## config.mk

```make
export PLATFORM = sky130hd
export DESIGN_NAME = imem_loader
export DESIGN_NICKNAME = d
export VERILOG_FILES = /design/src/rtl/imem_loader_pkg.sv /design/src/rtl/imem_loader_word_assembler.sv /design/src/rtl/imem_loader.sv
export SDC_FILE = /design/constraint.sdc
export NUM_CORES = 1
export LEC_CHECK = 0
export CAP_MARGIN = 30
export CORE_ASPECT_RATIO = 0.9
export CORE_MARGIN = 4
export CORE_UTILIZATION = 40
export DETAILED_ROUTE_END_ITERATION = 7
export PLACE_DENSITY = 0.6
export SLEW_MARGIN = 15
export SYNTH_ARGS = -nofsm -noshare
export SYNTH_HDL_FRONTEND = slang
export SYNTH_HIERARCHICAL = 1
export SYNTH_SLANG_ARGS = --single-unit
```

## constraint.sdc

```tcl
create_clock -name clk -period 4.15 [get_ports clk]
set_clock_uncertainty 0.2 [all_clocks]
set_input_delay 1.245 -clock clk [delete_from_list [all_inputs] [get_ports clk]]
set_output_delay 1.245 -clock clk [all_outputs]
set_load 0.02 [all_outputs]
```

## src/rtl/imem_loader_pkg.sv

```systemverilog
// Shared types and constants for the instruction-memory boot loader.
// Latency: n/a (declarations only).
// Backpressure: n/a.
package imem_loader_pkg;

    typedef enum logic [2:0] {
        IDLE,
        LEN_HI,
        LEN_LO,
        DATA,
        CSUM,
        DONE,
        ERROR
    } state_t;

    localparam int LEN_BYTES      = 2;
    localparam int BYTES_PER_WORD = 4;

endpackage

```

## src/rtl/imem_loader_word_assembler.sv

```systemverilog
// Packs a byte stream MSB-first into words; flags the byte that completes a word.
// Latency: word/word_complete are combinational on the completing byte.
// Backpressure: none; shift is only pulsed on an accepted byte.
module word_assembler
    import imem_loader_pkg::*;
#(
    parameter int size = 32
) (
    input  logic            clk,
    input  logic            reset,
    input  logic [7:0]      in_byte,
    input  logic            shift,
    input  logic            clear,
    output logic [size-1:0] word,
    output logic            word_complete
);

    // Only the first three bytes of a word need storing; the fourth is the live input.
    logic [size-9:0] shreg;
    logic [1:0]      cnt;

    assign word          = {shreg, in_byte};
    assign word_complete = shift && (cnt == 2'(BYTES_PER_WORD - 1));

    // Shift accepted bytes in and count position within the current word.
    always_ff @(posedge clk) begin
        if (reset || clear) begin
            shreg <= '0;
            cnt   <= '0;
        end else if (shift) begin
            shreg <= word[size-9:0];
            cnt   <= cnt + 2'd1;
        end
    end

endmodule

```

## src/rtl/imem_loader.sv

```systemverilog
// Boot loader: length-prefixed, XOR-checked byte stream -> instruction memory writes.
// Latency: write strobe one cycle after a word's 4th byte; one byte per cycle.
// Backpressure: in_ready depends only on registered state (high while loading).
module imem_loader
    import imem_loader_pkg::*;
#(
    parameter int size      = 32,
    parameter int MemSize   = 512,
    parameter int AddrWidth = 9
) (
    input  logic                 clk,
    input  logic                 reset,
    input  logic [7:0]           in_data,
    input  logic                 in_valid,
    output logic                 in_ready,
    input  logic                 start,
    output logic                 wea,
    output logic [AddrWidth-1:0] addra,
    output logic [size-1:0]      dina,
    output logic                 cpu_hold,
    output logic                 done,
    output logic                 error,
    output logic [15:0]          words_loaded
);

    state_t          state, next_state;
    logic [7:0]      len_hi;
    logic [15:0]     len;
    logic [15:0]     len_next;
    logic [15:0]     word_idx;
    logic [7:0]      xor_acc;
    logic            accept;
    logic            restart;
    logic            shift;
    logic [size-1:0] word;
    logic            word_complete;

    assign accept   = in_valid && in_ready;
    assign len_next = {len_hi, in_data};
    assign restart  = start && ((state == DONE) || (state == ERROR));
    assign shift    = accept && (state == DATA);

    word_assembler #(.size(size)) u_asm (
        .clk           (clk),
        .reset         (reset),
        .in_byte       (in_data),
        .shift         (shift),
        .clear         (restart),
        .word          (word),
        .word_complete (word_complete)
    );

    // State register.
    always_ff @(posedge clk) begin
        if (reset) state <= IDLE;
        else       state <= next_state;
    end

    // Next-state and status decode from the registered state.
    always_comb begin
        next_state = state;
        in_ready   = 1'b0;
        unique case (state)
            IDLE: next_state = LEN_HI;
            LEN_HI: begin
                in_ready = 1'b1;
                if (in_valid) next_state = LEN_LO;
            end
            LEN_LO: begin
                in_ready = 1'b1;
                if (in_valid) begin
                    if (len_next > 16'(MemSize)) next_state = ERROR;
                    else if (len_next == 16'd0)  next_state = CSUM;
                    else                         next_state = DATA;
                end
            end
            DATA: begin
                in_ready = 1'b1;
                if (word_complete && (word_idx == len - 16'd1)) next_state = CSUM;
            end
            CSUM: begin
                in_ready = 1'b1;
                if (in_valid) next_state = (in_data == xor_acc) ? DONE : ERROR;
            end
            DONE, ERROR: begin
                if (start) next_state = LEN_HI;
            end
            default: next_state = IDLE;
        endcase
    end

    assign cpu_hold     = (state != DONE);
    assign done         = (state == DONE);
    assign error        = (state == ERROR);
    assign words_loaded = word_idx;

    // Length capture, running checksum, word index and registered memory write port.
    always_ff @(posedge clk) begin
        if (reset) begin
            len_hi   <= '0;
            len      <= '0;
            xor_acc  <= '0;
            word_idx <= '0;
            wea      <= 1'b0;
            addra    <= '0;
            dina     <= '0;
        end else begin
            wea <= word_complete;
            if (word_complete) begin
                addra    <= word_idx[AddrWidth-1:0];
                dina     <= word;
                word_idx <= word_idx + 16'd1;
            end
            // The checksum byte itself is compared, not folded in.
            if (accept && (state != CSUM)) xor_acc <= xor_acc ^ in_data;
            if (accept && (state == LEN_HI)) len_hi <= in_data;
            if (accept && (state == LEN_LO)) len <= len_next;
            if (restart) begin
                xor_acc  <= '0;
                word_idx <= '0;
            end
        end
    end

endmodule

```

* Yosys cells after proc, flatten, opt, wreduce, memory -nomap -nowiden
Cells that the tools add are included.
Cells by class: add/sub/neg operators 3, $mul 0, div/mod/pow operators 0, $lt $le $gt $ge 1, eq/ne operators 16, shift operators 0, muxes and demuxes 10, bitwise gates (word level) 1, reductions and logical operators 16
Operator list (number):
- 3-bit 2-to-1 mux | 7
- 3-bit one-hot mux with 6 select lines | 1
- 16-bit by 1-bit adder with 16-bit output (second input constant) | 1
- 16-bit equality test | 1
- 16-bit by 10-bit greater-than comparator with 1-bit output (second input constant) | 1
- 16-bit zero test | 1
- 16-bit by 1-bit subtractor with 16-bit output (second input constant) | 1
- 3-bit equality test (second input constant) | 3
- 8-bit equality test | 1
- 1-bit logical AND | 8
- 2-bit inequality test (second input constant) | 4
- 8-bit XOR | 1
- 3-bit by 2-bit equality test with 1-bit output (second input constant) | 2
- 3-bit inequality test (second input constant) | 2
- 5-bit AND reduction | 1
- 2-bit OR reduction | 2
- 4-bit OR reduction | 1
- 3-bit by 1-bit equality test with 1-bit output (second input constant) | 1
- 3-bit zero test | 1
- 2-bit by 1-bit adder with 2-bit output (second input constant) | 1
- 2-bit equality test (second input constant) | 1
- 1-bit logical OR | 2
- 2-bit 2-to-1 mux | 1
- 2-bit by 1-bit inequality test with 1-bit output (second input constant) | 1
- 1-bit 2-to-1 mux | 1
Storage, ports and cells: bits in registers 119, bits in latches 0, memory bits (writable) 0, ROM bits 0, input bits 12, logic and storage cells 57, memories 0

* Logic depth before layout (Yosys ltp)
depth in word-level cells 9, mapped depth 13

* Cells and area by module
The synthesis kept the hierarchy.
Modules (own cells, without submodules):
- imem_loader | times used 1, cells each 489, area an instance 4254.1 um^2, seq. area each 1861.8 um^2
- word_assembler | times used 1, cells each 95, area an instance 1039.7 um^2, seq. area each 520.5 um^2

* Worst setup path after synthesis
Ideal clock, no wire load.
path type input port to flip-flop, start point in in_valid, end point reg word_idx[10] (netlist: words_loaded[10]), arrival 3.055 ns, data required time 3.822 ns, setup slack 0.768 ns, stages 11, buffers on the path 3, path through and3_1 buf_6 buf_6 and2_1 clkbuf_1 nand4_1 nor2_1 and4_1 nand3_1 xor2_1 nor2_1
On the way: longest elaborated chain between the ends 3
RTL lines:
- start: declaration | RTL line imem_loader.sv:14 | input logic in_valid,
- 1-bit logical AND | RTL line imem_loader.sv:38 | assign accept = in_valid && in_ready;
- 1-bit logical AND | RTL line imem_loader.sv:41 | assign shift = accept && (state == DATA);
- 1-bit logical AND | RTL line imem_loader_word_assembler.sv:23 | assign word_complete = shift && (cnt == 2'(BYTES_PER_WORD - 1));
- via word_complete | RTL line imem_loader.sv:36 | logic word_complete;
- end signal: assignment | RTL line imem_loader.sv:112 | word_idx <= word_idx + 16'd1;
- end: declaration | RTL line imem_loader.sv:30 | logic [15:0] word_idx;
The timed path passes the listed nets, and every way through them passes these cells. A chain may end at the register's enable or synchronous reset.

* Final worst setup path
start point reg state[0], end point out done
On the way: longest elaborated chain between the ends 1
RTL lines:
- start: declaration | RTL line imem_loader.sv:26 | state_t state, next_state;
- start signal: assignment | RTL line imem_loader.sv:56 | else state <= next_state;
- 3-bit equality test | RTL line imem_loader.sv:93 | assign done = (state == DONE);
- end: declaration | RTL line imem_loader.sv:21 | output logic done,
No other way between the ends.

==> run_results.csv <==
group,metric,value,unit
global_route,antenna_found_initial,0,
critical_path,critPathMaxFanout,10,
critical_path,worstPathArrival,2.09,ns
drt,first_pass_iters,4,
logic_synthesis,async_flop_share,0,%
drt,drt-met1-wl,5860,µm
clocking,htreeDepth,4,
logic_synthesis,synthCells,584,
drt,routed_via_density,5.03,
timing,min_period_over_period,85.3,%
placed_design,dp_hpwl,8400,µm
timing,report.final.slew_viol_count,0,
logic_synthesis,ys.flop_type,"dfxtp_1",
final_layout,drive_above_1_share,7.62,%
die,die_area,15100,µm²
worst_hold_path,worstHoldPathType,"flop to flop",
clocking,cts_hold_buffers,0,
clocking,cts_made_buffers,17,
timing,setup_tns,0,ns
logic_synthesis,synth_cell_types,54,
pwr,power_per_cell_area,503,nW/µm²
logic_synthesis,syn_nets,599,
global_route,grt_pass1_vias,4095,
clocking,clockRootBuffer,"clkbuf_16",
logic_synthesis,yosysTopAreaCellShare,45.0,%
die,start_util,41.2,%
drt,routed-wl-met2,5580,µm
placed_design,numPlacedInstances,788,
clocking,cts_resized,0,
critical_path,slowest_delay,0.60,ns
timing,relSlewSlack,55.2,%
pwr,irDropWorstVdd,0.000279,V
logic_synthesis,synth.avg_cell_area,9.06,µm²
clocking,worstSkewPairLatency,0.41,ns
timing,fmax,0.283,GHz
critical_path,r2r_cells,9,
drt,highest_layer,"met4",
status,status,"complete, no violations",
timing,hold_ws,0.268,ns
final_layout,fillers,1176,
logic_synthesis,synthTopCellsByArea,"dfxtp_1, mux2i_1, nor2_1",
placed_design,port_buffers,73,
critical_path,end_kind,"primary output",
critical_path,cp-start-kind,"flop",
logic_synthesis,yosysWarnings,6,
final_layout,layout_commonest_cell,"dfxtp_1",
global_route,track_usage,17.0,%
global_route,grt_pass1_wl,20300,µm
logic_synthesis,netlist_area,5290,µm²
clocking,cts_sinks,119,
logic_synthesis,synth_seq_area_share,45.0,%
global_route,overflow,0,
die,chipHeight,117,µm
logic_synthesis,synth_enable_flop_cells,0,
placed_design,finalWeightedCongestion,0.851,
critical_path,path_cells,"nor2b_1 -> nand2_1 -> inv_1 -> clkdlybuf4s50_1",
clocking,clock_path_buffers,2,
final_layout,layout.nets,658,
timing,hold_viol_final,0,
drt,drc,0,
drt,vias,4127,
clocking,post-cts-setup-buffers,0,
logic_synthesis,ys_ff_latch,119,
run,maxCapViolCount,0,
timing,rsz0062_at_grt,"false",
placed_design,dpl-instance-area,6040,µm²
final_layout,area_growth,25.5,%
die,io_pins,74,
final_layout,stdcell_count,820,
critical_path,slowest_stage,"clkdlybuf4s50_1",
timing,tightest_slew,0.672,ns
logic_synthesis,synth.largest_area_cell,"dfxtp_1",
drt,antenna_left,0,
die,die_w,129,µm
drt,wirelength,12300,µm
drt,wl_met3,649,µm
die,coreArea,12800,µm²
final_layout,diodes,0,
final_layout,final_cell_mix,"dfxtp_1, nor2_1, nand2_1",
critical_path,path_class,"flop to primary output",
timing,final-setup-viol-count,0,
drt,drt_iter0_drc,266,
critical_path,required,2.70,ns
global_route,grt_max_degree,37,
drt,wl_per_cell,15.0,µm
worst_hold_path,hold_depth,2,
pwr,total_power,3.34,mW
clocking,cts_tree,"done",
pwr,p_leak,2.40,nW
die,row_count,39,
timing,min_period,3.54,ns
final_layout,stdcell_area,6640,µm²
clocking,clkTransAtPathRegs,0.05,ns
[sequential cells by signal, indices dropped and copies added (netlist names)]
signal,flops
state,3
wea,1
len_hi,8
u_asm/shreg,24
xor_acc,8
u_asm/cnt,2
addra,9
dina,32
len,16
words_loaded,16
[synth_stat cells (all sizes together) (4+ instances only)]
| library cell | n |
|---|---|
| nor3 | 7 |
| a21oi | 26 |
| nand3 | 10 |
| clkbuf | 23 |
| nor4 | 4 |
| nand2b | 4 |
| xnor2 | 18 |
| nand4 | 4 |
| nand2 | 73 |
| nor2b | 6 |
| xor2 | 34 |
| o21ai | 6 |
| mux2i | 68 |
| inv | 6 |
| and4 | 4 |
| dfxtp | 119 |
| nor2 | 108 |
| buf | 20 |
[where the power goes]
part | switching, mW | leakage [nW] | total [mW] | internal (mW)
Clock | 0.498 | 0.292 | 1.50 | 0.998
Sequential | 0.0716 | 0.961 | 1.27 | 1.20
Combinational | 0.334 | 1.14 | 0.574 | 0.240
[through the flow]
stage	worst slack [ns]	util, %
detailed placement	0.379	47.1
finish	0.611	51.7
global placement	0.468	47.1
CTS	0.618	51.7
floorplan	0.768	-
global route	0.468	51.7
[worst max-delay path: cells and delay by family, from the launching register on]
kind	cells	cell delay (ns)
buffers and inverters	2	0.71
and+or+nand+nor	2	0.49
DFF	1	0.48
[layout make-up]
| cell class | instances | area, µm² | area share (%) |
|---|---|---|---|
| clock inverters | 10 | 153 | 2.30 |
| flip-flops and latches | 119 | 2380 | 35.9 |
| well taps | 164 | 205 | 3.09 |
| clock buffers | 22 | 444 | 6.69 |
| multi-input cells | 416 | 2630 | 39.7 |
| repair buffers | 83 | 801 | 12.1 |
| inverters | 6 | 22.5 | 0.339 |
[per-layer routing]
metal	track usage, %	vias up
li1	-	2078
met1	21.9	1928
met2	27.5	103
met3	4.58	18
met4	6.65	0
met5	0	-
[cell families (layout without fill, tap and decap cells)]
kind of cell / after synthesis / in the layout / synth area share (%)
buffers and inverters: 49 / 121 / 5.27
muxes: 69 / 69 / 13.1
adders and majority gates: 3 / 3 / 0.709
AOI/OAI and AO/OA: 59 / 59 / 7.26
xor gates and xnor gates: 52 / 52 / 8.60
and+or+nand+nor: 233 / 233 / 20.1
DFF: 119 / 119 / 45.0
[final timing paths]
check | startpoint | slack (ns) | end
min | len[15] | 0.27 | len[15]
min reg2reg | len[15] | 0.27 | len[15]
max reg2reg | len[0] | 1.31 | state[2]
max | state[0] | 0.61 | done
Note: power is estimated with default switching activity, not from simulation.
